==> config.mk <==
export PLATFORM = sky130hd
export DESIGN_NAME = uart_reg_bridge_flat
export DESIGN_NICKNAME = d
export VERILOG_FILES = /design/src/rtl/uart_reg_bridge_if.sv /design/src/rtl/uart_reg_bridge.sv /design/src/flat_wrapper.sv
export SDC_FILE = /design/constraint.sdc
export NUM_CORES = 1
export LEC_CHECK = 0
export BUFFER_PORTS_ARGS = -buffer_cell sky130_fd_sc_hd__buf_2
export CORE_UTILIZATION = 58
export DETAILED_ROUTE_END_ITERATION = 8
export PLACE_DENSITY = 0.87
export SYNTH_ARGS = -nofsm -noshare
export SYNTH_HDL_FRONTEND = slang
export SYNTH_SLANG_ARGS = --single-unit
==> constraint.sdc <==
create_clock -name sys_clk -period 4.7 [get_ports sys_clk]
set_clock_uncertainty 0.05 [all_clocks]
set_input_delay 0.47 -clock sys_clk [delete_from_list [all_inputs] [get_ports sys_clk]]
set_output_delay 0.47 -clock sys_clk [all_outputs]
set_load 0.005 [all_outputs]
==> src/rtl/uart_reg_bridge_if.sv <==
// -----------------------------------------------------------------------------
// uart_reg_bridge_if
// Bundles the byte-stream and register-access signals of uart_reg_bridge.
//
//   rx_valid / rx_data         : received byte strobe from the UART RX core
//   tx_data / tx_valid / tx_ready : byte handshake towards the UART TX core
//   reg_req / reg_we / reg_addr / reg_wdata / reg_rdata / reg_ack
//                              : register access port (IFC side)
//
// Modports:
//   master : the bridge (consumes RX bytes, drives TX and register requests)
//   slave  : the surrounding UART cores and register file
// -----------------------------------------------------------------------------
interface uart_reg_bridge_if #(
  parameter int ADDR_BYTES = 2,
  parameter int DATA_BYTES = 4
);
  logic                    rx_valid;
  logic [7:0]              rx_data;
  logic [7:0]              tx_data;
  logic                    tx_valid;
  logic                    tx_ready;
  logic                    reg_req;
  logic                    reg_we;
  logic [ADDR_BYTES*8-1:0] reg_addr;
  logic [DATA_BYTES*8-1:0] reg_wdata;
  logic [DATA_BYTES*8-1:0] reg_rdata;
  logic                    reg_ack;

  modport master (
    input  rx_valid, rx_data, tx_ready, reg_rdata, reg_ack,
    output tx_data, tx_valid, reg_req, reg_we, reg_addr, reg_wdata
  );

  modport slave (
    output rx_valid, rx_data, tx_ready, reg_rdata, reg_ack,
    input  tx_data, tx_valid, reg_req, reg_we, reg_addr, reg_wdata
  );
endinterface

==> src/rtl/uart_reg_bridge.sv <==
// -----------------------------------------------------------------------------
// uart_reg_bridge
// UART command-protocol engine: parses request frames from the RX byte stream,
// performs one register read or write, and streams back a response frame.
//
// Request : A5, CMD (57 write / 52 read), ADDR bytes, DATA bytes (write), CSUM
// Response: 5A, 57 | 52 DATA.. | 45 CODE, CSUM   (CSUM = sum of bytes after 5A)
// Error codes: 01 bad checksum, 02 unknown command, 03 register ack timeout.
//
// Ports:
//   sys_clk    : system clock
//   rst_n      : asynchronous active-low reset; aborts any frame or access
//   bus        : uart_reg_bridge_if.master (RX/TX bytes and register port)
//   busy       : high whenever the FSM is not IDLE
//   rx_overrun : one-cycle pulse, a byte arrived during ACCESS/RESP and was lost
//   err_cnt    : saturating count of rejected or timed-out frames
// -----------------------------------------------------------------------------
module uart_reg_bridge #(
  parameter int ADDR_BYTES   = 2,
  parameter int DATA_BYTES   = 4,
  parameter int BYTE_TIMEOUT = 100000,
  parameter int ACK_TIMEOUT  = 255
) (
  input  logic                     sys_clk,
  input  logic                     rst_n,
  uart_reg_bridge_if.master        bus,
  output logic                     busy,
  output logic                     rx_overrun,
  output logic [7:0]               err_cnt
);

  localparam int ADDR_W = ADDR_BYTES * 8;
  localparam int DATA_W = DATA_BYTES * 8;
  localparam int TMO_W  = $clog2(BYTE_TIMEOUT + 1);
  localparam int ACK_W  = $clog2(ACK_TIMEOUT + 1);

  localparam logic [TMO_W-1:0] TMO_LAST  = TMO_W'(BYTE_TIMEOUT - 1);
  localparam logic [ACK_W-1:0] ACK_LAST  = ACK_W'(ACK_TIMEOUT - 1);
  localparam logic [1:0]       ADDR_LAST = 2'(ADDR_BYTES - 1);
  localparam logic [1:0]       DATA_LAST = 2'(DATA_BYTES - 1);

  localparam logic [7:0] SOF_REQ  = 8'hA5;
  localparam logic [7:0] SOF_RSP  = 8'h5A;
  localparam logic [7:0] CMD_WR   = 8'h57;
  localparam logic [7:0] CMD_RD   = 8'h52;
  localparam logic [7:0] RSP_ERR  = 8'h45;
  localparam logic [7:0] ERR_CSUM = 8'h01;
  localparam logic [7:0] ERR_CMD  = 8'h02;
  localparam logic [7:0] ERR_ACK  = 8'h03;

  typedef enum logic [2:0] {
    S_IDLE, S_CMD, S_ADDR, S_DATA, S_CSUM, S_ACCESS, S_RESP
  } state_t;

  state_t            state_q,      state_d;
  logic              is_write_q,   is_write_d;
  logic [ADDR_W-1:0] addr_q,       addr_d;
  logic [DATA_W-1:0] wdata_q,      wdata_d;
  logic [DATA_W-1:0] rdata_q,      rdata_d;
  logic [7:0]        csum_q,       csum_d;
  logic [1:0]        byte_cnt_q,   byte_cnt_d;
  logic [TMO_W-1:0]  tmo_cnt_q,    tmo_cnt_d;
  logic [ACK_W-1:0]  ack_cnt_q,    ack_cnt_d;
  logic [7:0]        err_code_q,   err_code_d;   // 0 = no error response
  logic [3:0]        tx_idx_q,     tx_idx_d;
  logic [7:0]        err_cnt_q,    err_cnt_d;
  logic              rx_overrun_q, rx_overrun_d;

  logic       err_inc;
  logic [7:0] resp_byte;
  logic [3:0] resp_last;
  logic [7:0] rd_sum;

  // ---------------------------------------------------------------------------
  // Response byte generator: byte tx_idx_q of the frame selected by the stored
  // error code / command type. Built from registers only, so tx_data cannot
  // change while a byte is held waiting for tx_ready.
  // ---------------------------------------------------------------------------
  always_comb begin
    // NOTE: every variable gets a default before any branch so no path leaves
    // it unassigned -- otherwise synthesis infers a latch.
    resp_byte = SOF_RSP;
    resp_last = 4'd0;
    rd_sum    = CMD_RD;
    for (int i = 0; i < DATA_BYTES; i++) begin
      rd_sum = rd_sum + rdata_q[i*8 +: 8];
    end

    if (err_code_q != 8'h00) begin
      resp_last = 4'd3;
      case (tx_idx_q)
        4'd0:    resp_byte = SOF_RSP;
        4'd1:    resp_byte = RSP_ERR;
        4'd2:    resp_byte = err_code_q;
        default: resp_byte = RSP_ERR + err_code_q;
      endcase
    end else if (is_write_q) begin
      resp_last = 4'd2;
      resp_byte = (tx_idx_q == 4'd0) ? SOF_RSP : CMD_WR;   // CMD and CSUM coincide
    end else begin
      resp_last = 4'(DATA_BYTES + 2);
      if (tx_idx_q == 4'd0) begin
        resp_byte = SOF_RSP;
      end else if (tx_idx_q == 4'd1) begin
        resp_byte = CMD_RD;
      end else if (tx_idx_q == resp_last) begin
        resp_byte = rd_sum;
      end else begin
        for (int i = 0; i < DATA_BYTES; i++) begin
          if (tx_idx_q == 4'(i + 2)) resp_byte = rdata_q[(DATA_BYTES-1-i)*8 +: 8];
        end
      end
    end
  end

  // ---------------------------------------------------------------------------
  // Next-state logic
  // ---------------------------------------------------------------------------
  always_comb begin
    state_d      = state_q;
    is_write_d   = is_write_q;
    addr_d       = addr_q;
    wdata_d      = wdata_q;
    rdata_d      = rdata_q;
    csum_d       = csum_q;
    byte_cnt_d   = byte_cnt_q;
    tmo_cnt_d    = tmo_cnt_q;
    ack_cnt_d    = ack_cnt_q;
    err_code_d   = err_code_q;
    tx_idx_d     = tx_idx_q;
    rx_overrun_d = 1'b0;
    err_inc      = 1'b0;

    case (state_q)
      S_IDLE: begin
        if (bus.rx_valid && bus.rx_data == SOF_REQ) begin
          state_d    = S_CMD;
          csum_d     = 8'h00;
          tmo_cnt_d  = '0;
          byte_cnt_d = 2'd0;
          err_code_d = 8'h00;
        end
      end

      S_CMD, S_ADDR, S_DATA, S_CSUM: begin
        if (!bus.rx_valid) begin
          // Silent abort: a stalled sender gets no response.
          if (tmo_cnt_q == TMO_LAST) begin
            err_inc = 1'b1;
            state_d = S_IDLE;
          end else begin
            tmo_cnt_d = tmo_cnt_q + TMO_W'(1);
          end
        end else begin
          // A byte arriving on the expiry cycle still counts.
          tmo_cnt_d = '0;
          case (state_q)
            S_CMD: begin
              if (bus.rx_data == CMD_WR || bus.rx_data == CMD_RD) begin
                is_write_d = (bus.rx_data == CMD_WR);
                csum_d     = bus.rx_data;
                byte_cnt_d = 2'd0;
                state_d    = S_ADDR;
              end else begin
                err_inc    = 1'b1;
                err_code_d = ERR_CMD;
                tx_idx_d   = 4'd0;
                state_d    = S_RESP;
              end
            end
            S_ADDR: begin
              addr_d = (addr_q << 8) | ADDR_W'(bus.rx_data);
              csum_d = csum_q + bus.rx_data;
              if (byte_cnt_q == ADDR_LAST) begin
                byte_cnt_d = 2'd0;
                state_d    = is_write_q ? S_DATA : S_CSUM;
              end else begin
                byte_cnt_d = byte_cnt_q + 2'd1;
              end
            end
            S_DATA: begin
              wdata_d = (wdata_q << 8) | DATA_W'(bus.rx_data);
              csum_d  = csum_q + bus.rx_data;
              if (byte_cnt_q == DATA_LAST) begin
                state_d = S_CSUM;
              end else begin
                byte_cnt_d = byte_cnt_q + 2'd1;
              end
            end
            default: begin  // S_CSUM
              if (bus.rx_data == csum_q) begin
                ack_cnt_d = '0;
                state_d   = S_ACCESS;
              end else begin
                err_inc    = 1'b1;
                err_code_d = ERR_CSUM;
                tx_idx_d   = 4'd0;
                state_d    = S_RESP;
              end
            end
          endcase
        end
      end

      S_ACCESS: begin
        rx_overrun_d = bus.rx_valid;
        if (bus.reg_ack) begin
          if (!is_write_q) rdata_d = bus.reg_rdata;
          tx_idx_d = 4'd0;
          state_d  = S_RESP;
        end else if (ack_cnt_q == ACK_LAST) begin
          err_inc    = 1'b1;
          err_code_d = ERR_ACK;
          tx_idx_d   = 4'd0;
          state_d    = S_RESP;
        end else begin
          ack_cnt_d = ack_cnt_q + ACK_W'(1);
        end
      end

      S_RESP: begin
        rx_overrun_d = bus.rx_valid;
        if (bus.tx_ready) begin
          if (tx_idx_q == resp_last) begin
            state_d = S_IDLE;
          end else begin
            tx_idx_d = tx_idx_q + 4'd1;
          end
        end
      end

      default: state_d = S_IDLE;
    endcase

    err_cnt_d = err_cnt_q;
    if (err_inc && err_cnt_q != 8'hFF) err_cnt_d = err_cnt_q + 8'd1;
  end

  // ---------------------------------------------------------------------------
  // State register
  // ---------------------------------------------------------------------------
  // NOTE: the address/data registers are reset as well, because they drive
  // reg_addr/reg_wdata directly and every output must read 0 out of reset.
  always_ff @(posedge sys_clk or negedge rst_n) begin
    if (!rst_n) begin
      state_q      <= S_IDLE;
      is_write_q   <= 1'b0;
      addr_q       <= '0;
      wdata_q      <= '0;
      rdata_q      <= '0;
      csum_q       <= 8'h00;
      byte_cnt_q   <= 2'd0;
      tmo_cnt_q    <= '0;
      ack_cnt_q    <= '0;
      err_code_q   <= 8'h00;
      tx_idx_q     <= 4'd0;
      err_cnt_q    <= 8'h00;
      rx_overrun_q <= 1'b0;
    end else begin
      // NOTE: non-blocking assignments so every flop samples pre-edge values.
      state_q      <= state_d;
      is_write_q   <= is_write_d;
      addr_q       <= addr_d;
      wdata_q      <= wdata_d;
      rdata_q      <= rdata_d;
      csum_q       <= csum_d;
      byte_cnt_q   <= byte_cnt_d;
      tmo_cnt_q    <= tmo_cnt_d;
      ack_cnt_q    <= ack_cnt_d;
      err_code_q   <= err_code_d;
      tx_idx_q     <= tx_idx_d;
      err_cnt_q    <= err_cnt_d;
      rx_overrun_q <= rx_overrun_d;
    end
  end

  // ---------------------------------------------------------------------------
  // Outputs (all derived from registers)
  // ---------------------------------------------------------------------------
  assign bus.tx_valid  = (state_q == S_RESP);
  assign bus.tx_data   = (state_q == S_RESP) ? resp_byte : 8'h00;
  assign bus.reg_req   = (state_q == S_ACCESS);
  assign bus.reg_we    = is_write_q;
  assign bus.reg_addr  = addr_q;
  assign bus.reg_wdata = wdata_q;
  assign busy          = (state_q != S_IDLE);
  assign rx_overrun    = rx_overrun_q;
  assign err_cnt       = err_cnt_q;

endmodule

==> src/flat_wrapper.sv <==
// flat-port wrapper written by rule: the top's interface ports become plain ports
module uart_reg_bridge_flat 
#(
  parameter int ADDR_BYTES   = 2,
  parameter int DATA_BYTES   = 4,
  parameter int BYTE_TIMEOUT = 100000,
  parameter int ACK_TIMEOUT  = 255
)
  (sys_clk, rst_n, busy, rx_overrun, err_cnt, bus_rx_valid, bus_rx_data, bus_tx_ready, bus_reg_rdata, bus_reg_ack, bus_tx_data, bus_tx_valid, bus_reg_req, bus_reg_we, bus_reg_addr, bus_reg_wdata);
  uart_reg_bridge_if #(.ADDR_BYTES(ADDR_BYTES), .DATA_BYTES(DATA_BYTES)) bus_i ();
  input  logic sys_clk;
  input  logic rst_n;
  output logic busy;
  output logic rx_overrun;
  output logic [7:0] err_cnt;
  input wire logic [$bits(bus_i.rx_valid)-1:0] bus_rx_valid;
  input wire logic [$bits(bus_i.rx_data)-1:0] bus_rx_data;
  input wire logic [$bits(bus_i.tx_ready)-1:0] bus_tx_ready;
  input wire logic [$bits(bus_i.reg_rdata)-1:0] bus_reg_rdata;
  input wire logic [$bits(bus_i.reg_ack)-1:0] bus_reg_ack;
  output wire logic [$bits(bus_i.tx_data)-1:0] bus_tx_data;
  output wire logic [$bits(bus_i.tx_valid)-1:0] bus_tx_valid;
  output wire logic [$bits(bus_i.reg_req)-1:0] bus_reg_req;
  output wire logic [$bits(bus_i.reg_we)-1:0] bus_reg_we;
  output wire logic [$bits(bus_i.reg_addr)-1:0] bus_reg_addr;
  output wire logic [$bits(bus_i.reg_wdata)-1:0] bus_reg_wdata;
  assign bus_i.rx_valid = bus_rx_valid;
  assign bus_i.rx_data = bus_rx_data;
  assign bus_i.tx_ready = bus_tx_ready;
  assign bus_i.reg_rdata = bus_reg_rdata;
  assign bus_i.reg_ack = bus_reg_ack;
  assign bus_tx_data = bus_i.tx_data;
  assign bus_tx_valid = bus_i.tx_valid;
  assign bus_reg_req = bus_i.reg_req;
  assign bus_reg_we = bus_i.reg_we;
  assign bus_reg_addr = bus_i.reg_addr;
  assign bus_reg_wdata = bus_i.reg_wdata;
  uart_reg_bridge #(.ADDR_BYTES(ADDR_BYTES), .DATA_BYTES(DATA_BYTES), .BYTE_TIMEOUT(BYTE_TIMEOUT), .ACK_TIMEOUT(ACK_TIMEOUT)) u_core (.sys_clk(sys_clk), .rst_n(rst_n), .bus(bus_i), .busy(busy), .rx_overrun(rx_overrun), .err_cnt(err_cnt));
endmodule
==> results.cfg <==
[yosys]
synth_cell_type_count = 82
yosys_most_used_dff = dfrtp_1
syn_nets = 870
synth_top_family_by_area = compound AO/OA/AOI/OAI gates
synthSimpleGateAreaFrac = 0.153
synthXorXnorAreaFrac = 0.0335
ys_seq_elements = 134
synth_edf_count = 0
ys_async_sr_fraction = 1.00
syn_area_per_cell_um2 = 10.0
synth.area.top_cells = dfrtp_1, mux2_2, ha_1, o21ai_0, fa_1
synth_fa_ha_area_frac = 0.0897
syn_area_um2 = 7810
syn_inst = 778
synth_mux_area_frac = 0.0926
synth_top_cell_by_area = dfrtp_1
synth-compound-area-share = 0.157
yosys_warnings = 0
yosysSeqAreaShare = 0.429
synth_top_area_share = 0.429

[critical_path]
required_ps = 4180
crit_path_max_fanout = 4
path_cells = inv_1, fa_1, inv_1, fa_1, fa_1, ha_1, o21ai_0, o21bai_1, a21oi_1, xnor2_1, nand2_1, a21oi_1, buf_2
critPathCaptureType = output port
crit_slowest_cell = fa_1
cp_slowest_stage_delay_ps = 540
cpMostUsedCell = fa_1
critPathLaunchType = flip-flop
r2r_slack_ps = 1810
criticalPathCategory = flip-flop to output port
worstPathArrival_ps = 3870

[placement]
routabilityCongestion = 0.910
dp.cells = 1040
dp_hpwl_mm = 13.0
portBuffers = 113

[timing]
finalCriticalPeriod_ps = 4390
hold_violations = 0
tns_ps = 0
finalSetupViolCount = 0
max_freq_mhz = 228
tightest_slew_ps = 856
fin_crit_sh = 0.935
slew_headroom = 0.429
rsz0062_at_grt = false
fin_hold_ws_ps = 56.0
slew_violations = 0

[clocking]
postCtsHoldBufs = 0
cts_setup_buffers = 0
cts.sinks = 134
cts-resized-gates = 0
path_clk_slew_ps = 60
cts_made_buffers = 17
cts_tree = yes
h-tree-depth = 4
clk_latency_ps = 420
cts_root_buffer = clkbuf_16
cts_buffer_depth = 2

[floorplan]
start_util = 0.592
io_pins = 114
row_count = 42
die-area_um2 = 13900
core_area_um2 = 13200
die_x_um = 118
die_h_um = 118

[global_routing]
grt_overflow = 0
grt_antenna_before_repair = 0
gr-usage-all-layers = 0.283
grt_max_degree = 88
grt_pass1_vias = 6370
grt_first_pass_wirelength_mm = 31.3

[drt]
routed_wl_mm = 18.6
wl_per_cell_um = 17.3
vias = 6400
ant_nets = 0
vias_per_cell = 5.97
drt-initial-drc-count = 529
route.detailed.drc = 0
dr.pass1.iters = 5

[power]
p_leak_nw = 4.25
cellPowerDensity_nw_per_um2 = 770
max-vdd-ir-drop_v = 0.000522

[run]
max_cap_violations = 0

[status]
status = completed

[final_layout]
stdcell_count = 1072
layout.nets = 975
drive_above_1_share = 0.269
mostFrequentLayoutCell = dfrtp_1
n_antenna_cell = 0
final_cell_mix = dfrtp_1, buf_2, nand2_1
area_growth_syn_to_layout_pct = 17.1

[worst_hold_path]
hold_path_class = primary input to asynchronous set/reset pin
area by class of cell:
class	count	area [um^2]
Timing Repair Buffer	118	609
Inverter	56	210
Clock inverter	14	196
Clock buffer	18	439
Multi-Input combinational cell	556	4110
Tap cell	176	220
Sequential cell	134	3350
Fill cell	975	4050
critical path, delay by kind of cell (launching register included):
kind,cells,cell delay [ps]
AOI/OAI and AO/OA,4,810
xor gates and xnor gates,1,160
adders and majority gates,4,1810
buffers and inverters,3,270
DFF,1,330
and+or+nand+nor,1,70
sequential cells by signal, indices dropped and copies added (netlist names), 4 cells and up:
signal	count
u_core.ack_cnt_q	8
u_core.bus.reg_addr	16
u_core.bus.reg_wdata	32
u_core.csum_q	8
u_core.err_cnt	8
u_core.rdata_q	32
u_core.tmo_cnt_q	17
u_core.tx_idx_q	4
power by group:
part	switching (mW)	internal (mW)	total, mW
clock	0.532	0.909	1.44
combinational	1.95	1.68	3.62
sequential	0.395	1.58	1.98
total	2.87	4.17	7.04
cell usage after synthesis, types with 5 or more instances:
cell and instances:
xnor2_1 10, and3_1 7, ha_1 32, nand3_1 23, o31ai_1 7, nand2_1 78
o21ai_0 66, a22o_1 8, dfrtp_1 134, mux2_2 62, clkbuf_1 20, fa_1 15
nand4_1 10, nor2_1 39, inv_1 52, o22ai_1 6, nor3_1 13, o21a_1 7
nor2b_1 9, xor2_1 18, a21oi_1 37, o21ai_1 5, o211ai_1 5, a31oi_1 12
buf_2 9
per-stage QoR:
step	cell area [um^2]	util	power (mW)	setup slack [ps]
2_1_floorplan	7810	-	4.57	1130
3_3_place_gp	8500	0.645	5.38	902
3_5_place_dp	8500	0.645	5.53	763
4_1_cts	9140	0.693	7.03	314
5_1_grt	9140	0.693	7.60	122
6_report	9140	0.693	7.04	307
cell families (layout without fill, tap and decap cells):
group | Yosys count | count (layout)
AND/OR/NAND/NOR | 225 | 225
AO/OA/AOI/OAI | 191 | 191
flip-flops | 134 | 134
buffers and inverters | 88 | 206
multiplexers | 64 | 64
adder cells (fa/ha/maj) | 47 | 47
XOR/XNOR | 29 | 29
final timing paths:
path	from	endpoint	cells past startpoint
worst max-delay path	u_core.rdata_q[3]$_DFFE_PN0P_	bus_tx_data[7]	13
worst min-delay path	rst_n	u_core.rdata_q[12]$_DFFE_PN0P_	1
worst max register to register	u_core.state_q[0]$_DFFE_PN0P_	u_core.state_q[2]$_DFFE_PN0P_	5
worst min register to register	u_core.ack_cnt_q[6]$_DFFE_PN0P_	u_core.ack_cnt_q[6]$_DFFE_PN0P_	1
max in group asynchronous	rst_n	u_core.tmo_cnt_q[0]$_DFFE_PN0P_	2
min in group sys_clk	bus_reg_rdata[14]	u_core.rdata_q[14]$_DFFE_PN0P_	3
per-layer routing:
layer / wire (um) / track usage / up-vias
li1: - / - / 3001
met1: 7880 / 0.369 / 3108
met2: 9240 / 0.464 / 250
met3: 1060 / 0.0547 / 41
met4: 418 / 0.114 / 0
met5: 0 / 0 / -
(Power assumes the default switching activity.)
